--- src/rtl/if_fetch_unit_pkg.sv ---
// Shared fetch-stage types and defaults: state encoding, reset PC and the bubble instruction word.
package if_fetch_unit_pkg;

   typedef enum logic [1:0] {
      S_REQ  = 2'd0,
      S_WAIT = 2'd1,
      S_HAVE = 2'd2
   } fetch_st_e;

   localparam logic [31:0] RESET_PC_DEF  = 32'h0000_0000;
   localparam logic [31:0] NOP_INSTR_DEF = 32'h0000_0000;
   localparam logic [31:0] PC_STEP       = 32'h0000_0004;

endpackage

--- src/rtl/if_fetch_unit_adder.sv ---
// Plain modulo-2^W adder, used for the sequential PC increment.
module if_fetch_unit_adder #(
   parameter int W = 32
) (
   input  logic [W-1:0] a_i,
   input  logic [W-1:0] b_i,
   output logic [W-1:0] sum_o
);

   assign sum_o = a_i + b_i;

endmodule

--- src/rtl/if_fetch_unit.sv ---
// Instruction fetch: one outstanding imem request, one-entry instruction buffer, bubbles when empty.
// Three cycles per instruction with 1-cycle memory; hazard_i holds the buffer, branch_i overrides everything.
module if_fetch_unit
   import if_fetch_unit_pkg::*;
#(
   parameter logic [31:0] RESET_PC  = RESET_PC_DEF,
   parameter logic [31:0] NOP_INSTR = NOP_INSTR_DEF
) (
   input  logic        clk_i,
   input  logic        rst_n_i,
   input  logic        hazard_i,
   input  logic        branch_i,
   input  logic [31:0] branch_target_i,
   output logic        imem_req_o,
   output logic [31:0] imem_addr_o,
   input  logic        imem_gnt_i,
   input  logic        imem_rvalid_i,
   input  logic [31:0] imem_rdata_i,
   output logic [31:0] pc_o,
   output logic [31:0] instr_o,
   output logic        flush_o
);

   fetch_st_e   st_q;
   logic [31:0] pc_q;
   logic [31:0] buf_q;
   logic        kill_q;
   logic [31:0] pc_plus4;
   logic        valid;

   if_fetch_unit_adder #(.W(32)) u_pc_adder (
      .a_i   (pc_q),
      .b_i   (PC_STEP),
      .sum_o (pc_plus4)
   );

   assign valid       = (st_q == S_HAVE);
   assign imem_req_o  = (st_q == S_REQ);
   assign imem_addr_o = pc_q;
   assign instr_o     = valid ? buf_q : NOP_INSTR;
   assign pc_o        = pc_plus4;
   // A stall without a redirect must never bubble: IF/ID is holding a live instruction.
   assign flush_o     = branch_i | (~valid & ~hazard_i);

   always_ff @(posedge clk_i) begin
      if (!rst_n_i) begin
         st_q   <= S_REQ;
         pc_q   <= RESET_PC;
         buf_q  <= NOP_INSTR;
         kill_q <= 1'b0;
      end else if (branch_i) begin
         pc_q <= branch_target_i;
         case (st_q)
            S_REQ: begin
               if (imem_gnt_i) begin
                  st_q   <= S_WAIT;
                  kill_q <= 1'b1;
               end
            end
            S_WAIT: begin
               if (imem_rvalid_i) begin
                  st_q   <= S_REQ;
                  kill_q <= 1'b0;
               end else begin
                  kill_q <= 1'b1;
               end
            end
            S_HAVE: begin
               st_q  <= S_REQ;
               buf_q <= NOP_INSTR;
            end
            default: st_q <= S_REQ;
         endcase
      end else begin
         case (st_q)
            S_REQ: begin
               if (imem_gnt_i) st_q <= S_WAIT;
            end
            S_WAIT: begin
               if (imem_rvalid_i) begin
                  if (kill_q) begin
                     kill_q <= 1'b0;
                     st_q   <= S_REQ;
                  end else begin
                     buf_q <= imem_rdata_i;
                     st_q  <= S_HAVE;
                  end
               end
            end
            S_HAVE: begin
               if (!hazard_i) begin
                  pc_q <= pc_plus4;
                  st_q <= S_REQ;
               end
            end
            default: st_q <= S_REQ;
         endcase
      end
   end

endmodule

--- config.mk ---
export PLATFORM = sky130hd
export DESIGN_NAME = if_fetch_unit
export DESIGN_NICKNAME = d
export VERILOG_FILES = /design/src/rtl/if_fetch_unit_pkg.sv /design/src/rtl/if_fetch_unit_adder.sv /design/src/rtl/if_fetch_unit.sv
export SDC_FILE = /design/constraint.sdc
export NUM_CORES = 1
export LEC_CHECK = 0
export CAP_MARGIN = 20
export CORE_ASPECT_RATIO = 1.25
export CORE_MARGIN = 5
export CORE_UTILIZATION = 40
export CTS_CLUSTER_SIZE = 40
export DETAILED_ROUTE_END_ITERATION = 16
export HOLD_SLACK_MARGIN = 0.08
export PLACE_DENSITY = 0.74
export SYNTH_ARGS = -nofsm -noshare
export SYNTH_HDL_FRONTEND = slang
export SYNTH_SLANG_ARGS = --single-unit
export TNS_END_PERCENT = 10
--- constraint.sdc ---
create_clock -name clk_i -period 3.6 [get_ports clk_i]
set_input_delay 0.72 -clock clk_i [delete_from_list [all_inputs] [get_ports clk_i]]
set_output_delay 0.72 -clock clk_i [all_outputs]
set_load 0.005 [all_outputs]
# Word-level counts from Yosys, hierarchy flattened
# Cells that the tools add are included.
[totals]
register_bits = 67
latchBits = 0
mem_bits_rw = 0
romBits = 0
input_bits = 70
output_inout_bits = 98
memories = 0
[classes]
n_addsub = 1
n_mul = 0
div = 0
order_cmp = 0
n_eq_ne = 8
shift = 0
mux = 23
n_bitwise = 4
reduce_logical = 9
[op_table]
columns = ["cell", "count"]
rows = [
  ["32-bit two-way mux", 9],
  ["32-bit by 3-bit adder with 32-bit output, second input constant", 1],
  ["2-bit two-way mux", 6],
  ["4-bit AND reduction", 2],
  ["2-bit nonzero test", 4],
  ["2-bit one-hot mux with 3 select lines", 1],
  ["1-bit two-way mux", 5],
  ["2-bit by 1-bit inequality test with 1-bit output, second input constant", 2],
  ["2-bit inequality test, second input constant", 2],
  ["2-bit one-hot mux with 2 select lines", 1],
  ["2-bit AND reduction", 2],
  ["3-bit by 2-bit inequality test with 1-bit output, second input constant", 1],
  ["3-bit inequality test, second input constant", 1],
  ["2-bit by 1-bit equality test with 1-bit output, second input constant", 1],
  ["2-bit equality test, second input constant", 1],
  ["2-bit zero test", 1],
  ["1-bit NOT", 2],
  ["1-bit one-hot mux with 2 select lines", 1],
  ["1-bit bitwise AND", 1],
  ["1-bit bitwise OR", 1],
]

# Longest topological paths before layout
# Gate-level depths: netlist of the first run.
[logic_depth]
ltp_word = 4
mapped_depth = 7

# Modules after synthesis
# A second synthesis of the first run with hierarchy kept.
[hier_totals]
cells_unflattened = 581
area_unflattened_um2 = 4952.2
[by_module_without_submodules]
columns = ["mod", "instances", "cells_per_inst", "area_per_inst_um2", "seq_area_each_um2"]
rows = [
  ["if_fetch_unit", 1, 345, 3226.8, 1341.3],
  ["if_fetch_unit_adder", 1, 236, 1725.4, 0.0],
]

# Worst setup path before layout of the first run
# Ideal clock, no wire load.
[synth_timing]
kind = "reg-to-output"
start = "register pc_q[2], in the netlist imem_addr_o[2]"
end = "output pc_o[24]"
arrival_time_ps = 1823
slack_ps = 1057
path_stages_with_launch = 7
path_cell_list = "dfxtp_1 > ha_1 > nand3_1 > or4_4 > buf_6 > nor3_1 > xor2_1"
[synth_via]
elab_chain_len = 1
[synth_rtl]
columns = ["element", "line", "rtl"]
rows = [
  ["start, declared", "if_fetch_unit.sv:25", "logic [31:0] pc_q;"],
  ["start signal, assigned", "if_fetch_unit.sv:52", "pc_q <= branch_target_i;"],
  ["start signal, assigned", "if_fetch_unit.sv:92", "pc_q <= pc_plus4;"],
  ["32-bit by 3-bit adder with 32-bit output", "if_fetch_unit_adder.sv:10", "assign sum_o = a_i + b_i;"],
  ["end, declared", "if_fetch_unit.sv:19", "output logic [31:0] pc_o,"],
]
# No other way between the ends.

# Worst setup path in the final report of the first run
[layout_timing]
start = "register pc_q[16], in the netlist imem_addr_o[16]"
end = "output pc_o[23]"
# Same word-level chain as after synthesis.

==> results of run 1 <==
[cell type report]
cell class / instances / area (µm²) / share of cell area
clock buffers: 10 / 239 / 0.0390
inverters: 9 / 33.8 / 0.00551
repair buffers: 189 / 1850 / 0.302
clock inverters: 6 / 159 / 0.0259
well taps: 126 / 158 / 0.0257
multi-input cells: 363 / 2350 / 0.383
flip-flops and latches: 67 / 1340 / 0.219
[layer usage]
metal,up-vias,global-route usage,share of wire
met3,20,0.0785,0.082
li1,2048,-,-
met1,1990,0.252,0.40
met2,172,0.387,0.50
met4,0,0.0726,0.019
met5,-,0,0
[cell usage in the layout, fill, tap and decap left out, types with 3 or more instances in the layout]
cell type,n
and2_1,34
xor2_1,15
nand2b_1,9
and4_1,3
nor2b_1,36
nor4_1,14
a22oi_1,32
nor2_1,25
o21ai_0,25
a31oi_1,10
o211a_1,3
nand2_1,25
nand4_1,10
bufinv_16,5
clkbuf_16,9
o31ai_1,5
clkdlybuf4s50_1,166
or4_1,8
dfxtp_1,67
buf_4,21
nand3_1,21
nor3b_1,4
nor3_1,12
xnor2_1,19
and3_1,4
inv_1,8
a21oi_1,11
o311a_1,5
[flip-flops by register name, summed over array words and instances (netlist names)]
| name | flops |
|---|---|
| imem_addr_o | 32 |
| kill_q | 1 |
| buf_q | 32 |
| st_q | 2 |
[power breakdown]
part           total (mW)  internal [mW]  leakage, nW  switching (mW)
registers           0.825          0.777        0.549          0.0484
logic               0.346          0.215         1.44           0.130
clock network        1.17          0.838        0.193           0.334
total                2.34           1.83         2.19           0.513
[metrics by stage]
step           setup slack (ns)  instance area (µm²)
2_1_floorplan              1.06                 3890
5_1_grt                 0.00731                 6130
4_1_cts                  0.0690                 6130
6_report                  0.150                 6130
3_3_place_gp              0.478                 5700
3_5_place_dp              0.445                 5730
[critical path, cell delays in order (launching register included)]
cell             delay (ns)
dfxtp_1                0.47
and4_1                 0.35
nand4_1                0.25
or4_1                  0.62
xnor2_1                0.19
clkdlybuf4s50_1        0.52
[logic make-up (layout without fill, tap and decap cells)]
kind of cell    after synthesis  after routing
simple gates                220            220
compound gates              106            106
flops                        67             67
buf+inv                      53            214
xor+xnor                     34             34
mux                           2              2
fa+ha+maj                     1              1
[worst max path at each step]
stage	end	cells after the start
2_1_floorplan	pc_o[24]	6
3_3_place_gp	pc_o[15]	6
3_5_place_dp	pc_o[25]	5
4_1_cts	pc_o[25]	5
5_1_grt	pc_o[24]	5
6_report	pc_o[23]	5
==> results.sh, run 1 <==
export IMPL_hold_depth=2
export IMPL_timing_fmax_mhz=290
export IMPL_yosysMostFrequentCell="dfxtp_1"
export IMPL_leakage_nw=2.19
export IMPL_synthMuxAreaShare=0.00514
export IMPL_placed_cells=754
export IMPL_r2r_start="imem_addr_o[2]$_SDFFE_PN0P_"
export IMPL_clock_latency_ns=0.33
export IMPL_synth_main_ff_cell="dfxtp_1"
export IMPL_worst_path_max_fanout=9
export IMPL_finalSetupViolations=0
export IMPL_grt_usage=0.222
export IMPL_cts_buffers=9
export IMPL_power_density_mw_per_mm2=382
export IMPL_drc=0
export IMPL_start_kind="register"
export IMPL_hold_path_class="reg -> reg"
export IMPL_finish_utilization=0.641
export IMPL_maxCapViolCount=0
export IMPL_yosysUniqueCellTypes=53
export IMPL_async_reset_ff_frac=0
export IMPL_crit_start="imem_addr_o[16]$_SDFFE_PN0P_"
export IMPL_finalHoldViolCount=0
export IMPL_ys_seq_area_frac=0.344
export IMPL_rr_worst_depth=5
export IMPL_cp_required_ns=2.88
export IMPL_layout_min_cycle_time_ns=3.45
export IMPL_die_area_mm2=0.0118
export IMPL_drt_iter0_drc=226
export IMPL_vias_per_cell=5.49
export IMPL_r2r_end="imem_addr_o[24]$_SDFFE_PN0P_"
export IMPL_ioPinCount=168
export IMPL_num_rows=40
export IMPL_drtAntennaViolNets=0
export IMPL_synthXorXnorAreaFrac=0.0765
export IMPL_hold_end="buf_q[27]$_SDFFE_PN0P_"
export IMPL_clk_pin_slew_ns=0.06
export IMPL_firstDrtPassIters=4
export IMPL_h_tree_depth=3
export IMPL_syn_inst=483
export IMPL_place_hpwl_um=9900
export IMPL_areaGrowthSynthToFinish_pct=57.4
export IMPL_cts_setup_buffers=0
export IMPL_tightest_slew_ns=0.654
export IMPL_worst_endpoint_arrival_ns=2.73
export IMPL_whs_ns=0.512
export IMPL_synth_common_cells="dfxtp_1 (67), nor2b_1 (37), and2_1 (34)"
export IMPL_synth_compound_area_frac=0.186
export IMPL_ys_ff_latch=67
export IMPL_skew_ns=0.00430
export IMPL_synth_area_top_cells="dfxtp_1 (34%), a22oi_1 (6.4%), nor2b_1 (5.9%)"
export IMPL_cts_sinks=67
export IMPL_clk_path_buf_depth=2
export IMPL_maxSlewViolCount=0
export IMPL_fill_cells=838
export IMPL_synth_nets=554
export IMPL_synth_enable_flop_cells=0
export IMPL_grt_max_degree=51
export IMPL_synth_top_area_share=0.344
export IMPL_num_vias=4230
export IMPL_outcome="finished, final reports clean"
export IMPL_rsz0062_at_grt="false"
export IMPL_synthSimpleGateAreaFrac=0.328
export IMPL_grt_pass1_vias=4348
export IMPL_vdd_drop_max_uv=227
export IMPL_tns_ns=0
export IMPL_drive_gt1_frac=0.0807
export IMPL_drt_wirelength_per_cell_um=17.5
export IMPL_fin_crit_sh=0.958
export IMPL_die_w_um=98.3
export IMPL_layout_cells_non_filler=770
export IMPL_ctsHoldBuffers=0
export IMPL_die_y_um=120
export IMPL_cts_tree="done"
export IMPL_final_nets=710
export IMPL_finalPower_mw=2.34
export IMPL_syn_area_per_cell_um2=8.06
export IMPL_overflow=0
export IMPL_synth_adder_area_share=0.00321
export IMPL_yosysTopAreaCell="dfxtp_1"
export IMPL_wl_um=13500
export IMPL_diodes=0
export IMPL_antenna_found_initial=0
export IMPL_slew_headroom=0.560
export IMPL_synth_top_family_by_area="simple AND/OR/NAND/NOR gates"
export IMPL_grt_pass1_wl_um=21500
export IMPL_coreArea_mm2=0.00956
export IMPL_port_buffers=167
export IMPL_cts_root_buf="clkbuf_16"
export IMPL_initial_core_util=0.407
export IMPL_hp_start="buf_q[27]$_SDFFE_PN0P_"
export IMPL_cp_end_kind="primary output"
export IMPL_r2r_setup_slack_ns=1.39
export IMPL_finalWeightedCongestion=0.916
export IMPL_ys_warn_count=0
export IMPL_cts_resized_gates=0
export IMPL_worstSetupPathType="reg -> out"
export IMPL_syn_area_mm2=0.00389
Note: power is estimated with default switching activity, not from simulation.
==> run 2: changes to the inputs <==
--- a/config.mk
+++ b/config.mk
@@ -11,6 +11,7 @@
 export CORE_UTILIZATION = 40
 export CTS_CLUSTER_SIZE = 40
 export DETAILED_ROUTE_END_ITERATION = 16
+export GPL_ROUTABILITY_DRIVEN = 0
 export HOLD_SLACK_MARGIN = 0.08
 export PLACE_DENSITY = 0.74
 export SYNTH_ARGS = -nofsm -noshare
==> constraint.sdc (replaced) <==
create_clock -name clk_i -period 3.6 [get_ports clk_i]
set_input_delay 0.72 -clock clk_i [delete_from_list [all_inputs] [get_ports clk_i]]
set_output_delay 0.72 -clock clk_i [all_outputs]
set_load 0.01 [all_outputs]
==> run 2 against run 1 <==
Compared with the run above:
- cell count decreased by 0.78%
- sequential share of layout area increased by 0.64 points
- highest routed layer unchanged
- non-clock buffer count decreased by 6
- total power decreased by 14%
- routed wire length decreased by 0.87%
- largest power group is now registers
- first-iteration DRC count decreased by 15%
- core utilization decreased by 1.6 points
- register-to-register slack got worse by 0.02 ns
- maximum frequency decreased by 0.31%
==> results.sh, run 2 (same netlist as run 1, synthesis figures left out) <==
export IMPL_use_met1=0.243
export IMPL_seq_area_mm2=0.00135
export IMPL_vdd_drop_max_uv=234
export IMPL_finalSetupViolations=0
export IMPL_clock_latency_ns=0.33
export IMPL_grt_max_degree=51
export IMPL_final_nets=704
export IMPL_grt_pass1_vias=4294
export IMPL_cp_cell_sequence="ha_1, nand3_1, buf_4, nor4_1, nand2_1, xnor2_1, clkdlybuf4s50_1"
export IMPL_cts_buffers=9
export IMPL_hold_depth=2
export IMPL_finalPower_mw=2.01
export IMPL_clk_pin_slew_ns=0.06
export IMPL_placed_cell_area_mm2=0.00568
export IMPL_clkPwrFrac=0.408
export IMPL_p_int_mw=1.47
export IMPL_initial_core_util=0.407
export IMPL_rsz0062_at_grt="false"
export IMPL_r2r_start="imem_addr_o[3]$_SDFFE_PN0P_"
export IMPL_maxCapViolCount=0
export IMPL_hold_path_class="reg -> reg"
export IMPL_grt_usage=0.219
export IMPL_antenna_found_initial=0
export IMPL_layout_commonest_cell="clkdlybuf4s50_1"
export IMPL_cts_setup_buffers=0
export IMPL_cts_sinks=67
export IMPL_rr_worst_depth=7
export IMPL_clk_path_buf_depth=2
export IMPL_power_density_mw_per_mm2=336
export IMPL_die_area_mm2=0.0118
export IMPL_slowest_stage="clkdlybuf4s50_1"
export IMPL_drt_wirelength_per_cell_um=17.5
export IMPL_maxSlewViolCount=0
export IMPL_hold_end="buf_q[10]$_SDFFE_PN0P_"
export IMPL_pwr_share_seq=0.414
export IMPL_cts_root_buf="clkbuf_16"
export IMPL_finalHoldViolCount=0
export IMPL_timing_fmax_mhz=289
export IMPL_cp_end_kind="primary output"
export IMPL_skew_ns=0.00669
export IMPL_diodes=0
export IMPL_use_met2=0.376
export IMPL_multiInputGateArea_mm2=0.00235
export IMPL_coreArea_mm2=0.00956
export IMPL_num_vias=4241
export IMPL_die_w_um=98.3
export IMPL_num_rows=40
export IMPL_port_buffers=167
export IMPL_overflow=0
export IMPL_worst_path_max_fanout=11
export IMPL_grt_pass1_wl_um=21200
export IMPL_switching_share=0.266
export IMPL_leakage_nw=2.09
export IMPL_fin_crit_sh=0.961
export IMPL_drive_gt1_frac=0.0799
export IMPL_wl_um=13300
export IMPL_cts_tree="done"
export IMPL_ioPinCount=168
export IMPL_firstDrtPassIters=6
export IMPL_finish_utilization=0.625
export IMPL_p_sw_mw=0.533
export IMPL_r2r_end="imem_addr_o[28]$_SDFFE_PN0P_"
export IMPL_placed_cells=748
export IMPL_die_y_um=120
export IMPL_worstSetupPathType="reg -> out"
export IMPL_layout_cells_non_filler=764
export IMPL_cp_slowest_stage_delay_ns=0.58
export IMPL_start_kind="register"
export IMPL_hp_start="buf_q[10]$_SDFFE_PN0P_"
export IMPL_layout_common_cells="clkdlybuf4s50_1 (166), dfxtp_1 (63), nor2b_1 (36), and2_1 (34), a22oi_1 (32)"
export IMPL_tns_ns=0
export IMPL_worst_endpoint_arrival_ns=2.74
export IMPL_h_tree_depth=3
export IMPL_layout_min_cycle_time_ns=3.46
export IMPL_fill_cells=844
export IMPL_slew_headroom=0.376
export IMPL_p_comb_frac=0.178
export IMPL_cp_required_ns=2.88
export IMPL_drc=0
export IMPL_drt_iter0_drc=193
export IMPL_vias_per_cell=5.55
export IMPL_grt_busiest_layer="met2"
export IMPL_grt_use_met3=0.0727
export IMPL_outcome="finished, final reports clean"
export IMPL_areaGrowthSynthToFinish_pct=53.5
export IMPL_place_hpwl_um=9770
export IMPL_r2r_setup_slack_ns=1.37
export IMPL_drtAntennaViolNets=0
export IMPL_tightest_slew_ns=0.932
export IMPL_fin_area_mm2=0.00598
[run 2: cell count changes in the layout (fill, tap and decap cells not counted), sizes merged]
cell / delta
clkinvlp: +3
clkinv: +3
inv: -1
buf: -6
bufinv: -5
[run 2: routing by layer]
layer / wire, µm / vias up
li1: - / 2036
met1: 5090 / 1974
met2: 6510 / 201
met3: 1340 / 30
met4: 395 / 0
met5: 0 / -
[run 2: power by group through the flow]
stage	registers [mW]	logic [mW]	clock network, mW
finish	0.831	0.358	0.819
global placement	0.840	0.353	0
global route	0.836	0.385	0.862
detailed placement	0.844	0.359	0
CTS	0.829	0.361	0.832
floorplan	0.836	0.150	0
[run 2: how the worst max path moves through the flow]
| stage | startpoint | endpoint | slack (ns) | cells after the start |
|---|---|---|---|---|
| final | imem_addr_o[3]$_SDFFE_PN0P_ | pc_o[22] | 0.14 | 7 |
| after global routing | imem_addr_o[16]$_SDFFE_PN0P_ | pc_o[23] | 0.003 | 5 |
| after CTS | imem_addr_o[4]$_SDFFE_PN0P_ | pc_o[25] | 0.07 | 5 |
| after detailed placement | imem_addr_o[4]$_SDFFE_PN0P_ | pc_o[25] | 0.43 | 5 |
| after global placement | imem_addr_o[4]$_SDFFE_PN0P_ | pc_o[25] | 0.48 | 5 |
| after floorplan | imem_addr_o[2]$_SDFFE_PN0P_ | pc_o[24] | 0.94 | 6 |
[run 2: metrics by stage]
stage / worst slack (ns) / hold slack, ns
2_1_floorplan: 0.943 / 0.479
3_3_place_gp: 0.482 / 0.493
3_5_place_dp: 0.433 / 0.505
4_1_cts: 0.0725 / 0.522
5_1_grt: 0.00288 / 0.543
6_report: 0.139 / 0.516
[run 2: layout make-up]
class / instances / area share
Inverter: 9 / 0.00565
Tap cell: 126 / 0.0264
Sequential cell: 67 / 0.225
Clock buffer: 10 / 0.0400
Clock inverter: 6 / 0.00691
Timing Repair Buffer: 183 / 0.302
Multi-Input combinational cell: 363 / 0.394
[run 2: critical path: cells and delay by family (launching register included)]
family | cells | cell delay (ns)
and+or+nand+nor | 3 | 0.73
xor gates and xnor gates | 1 | 0.21
buffers and inverters | 2 | 0.78
DFF | 1 | 0.44
adders and majority gates | 1 | 0.26
[run 2: timing repair]
item	CTS	global route
hold buffers	0	0
resized for setup	0	6
endpoints found under the setup margin	0	6
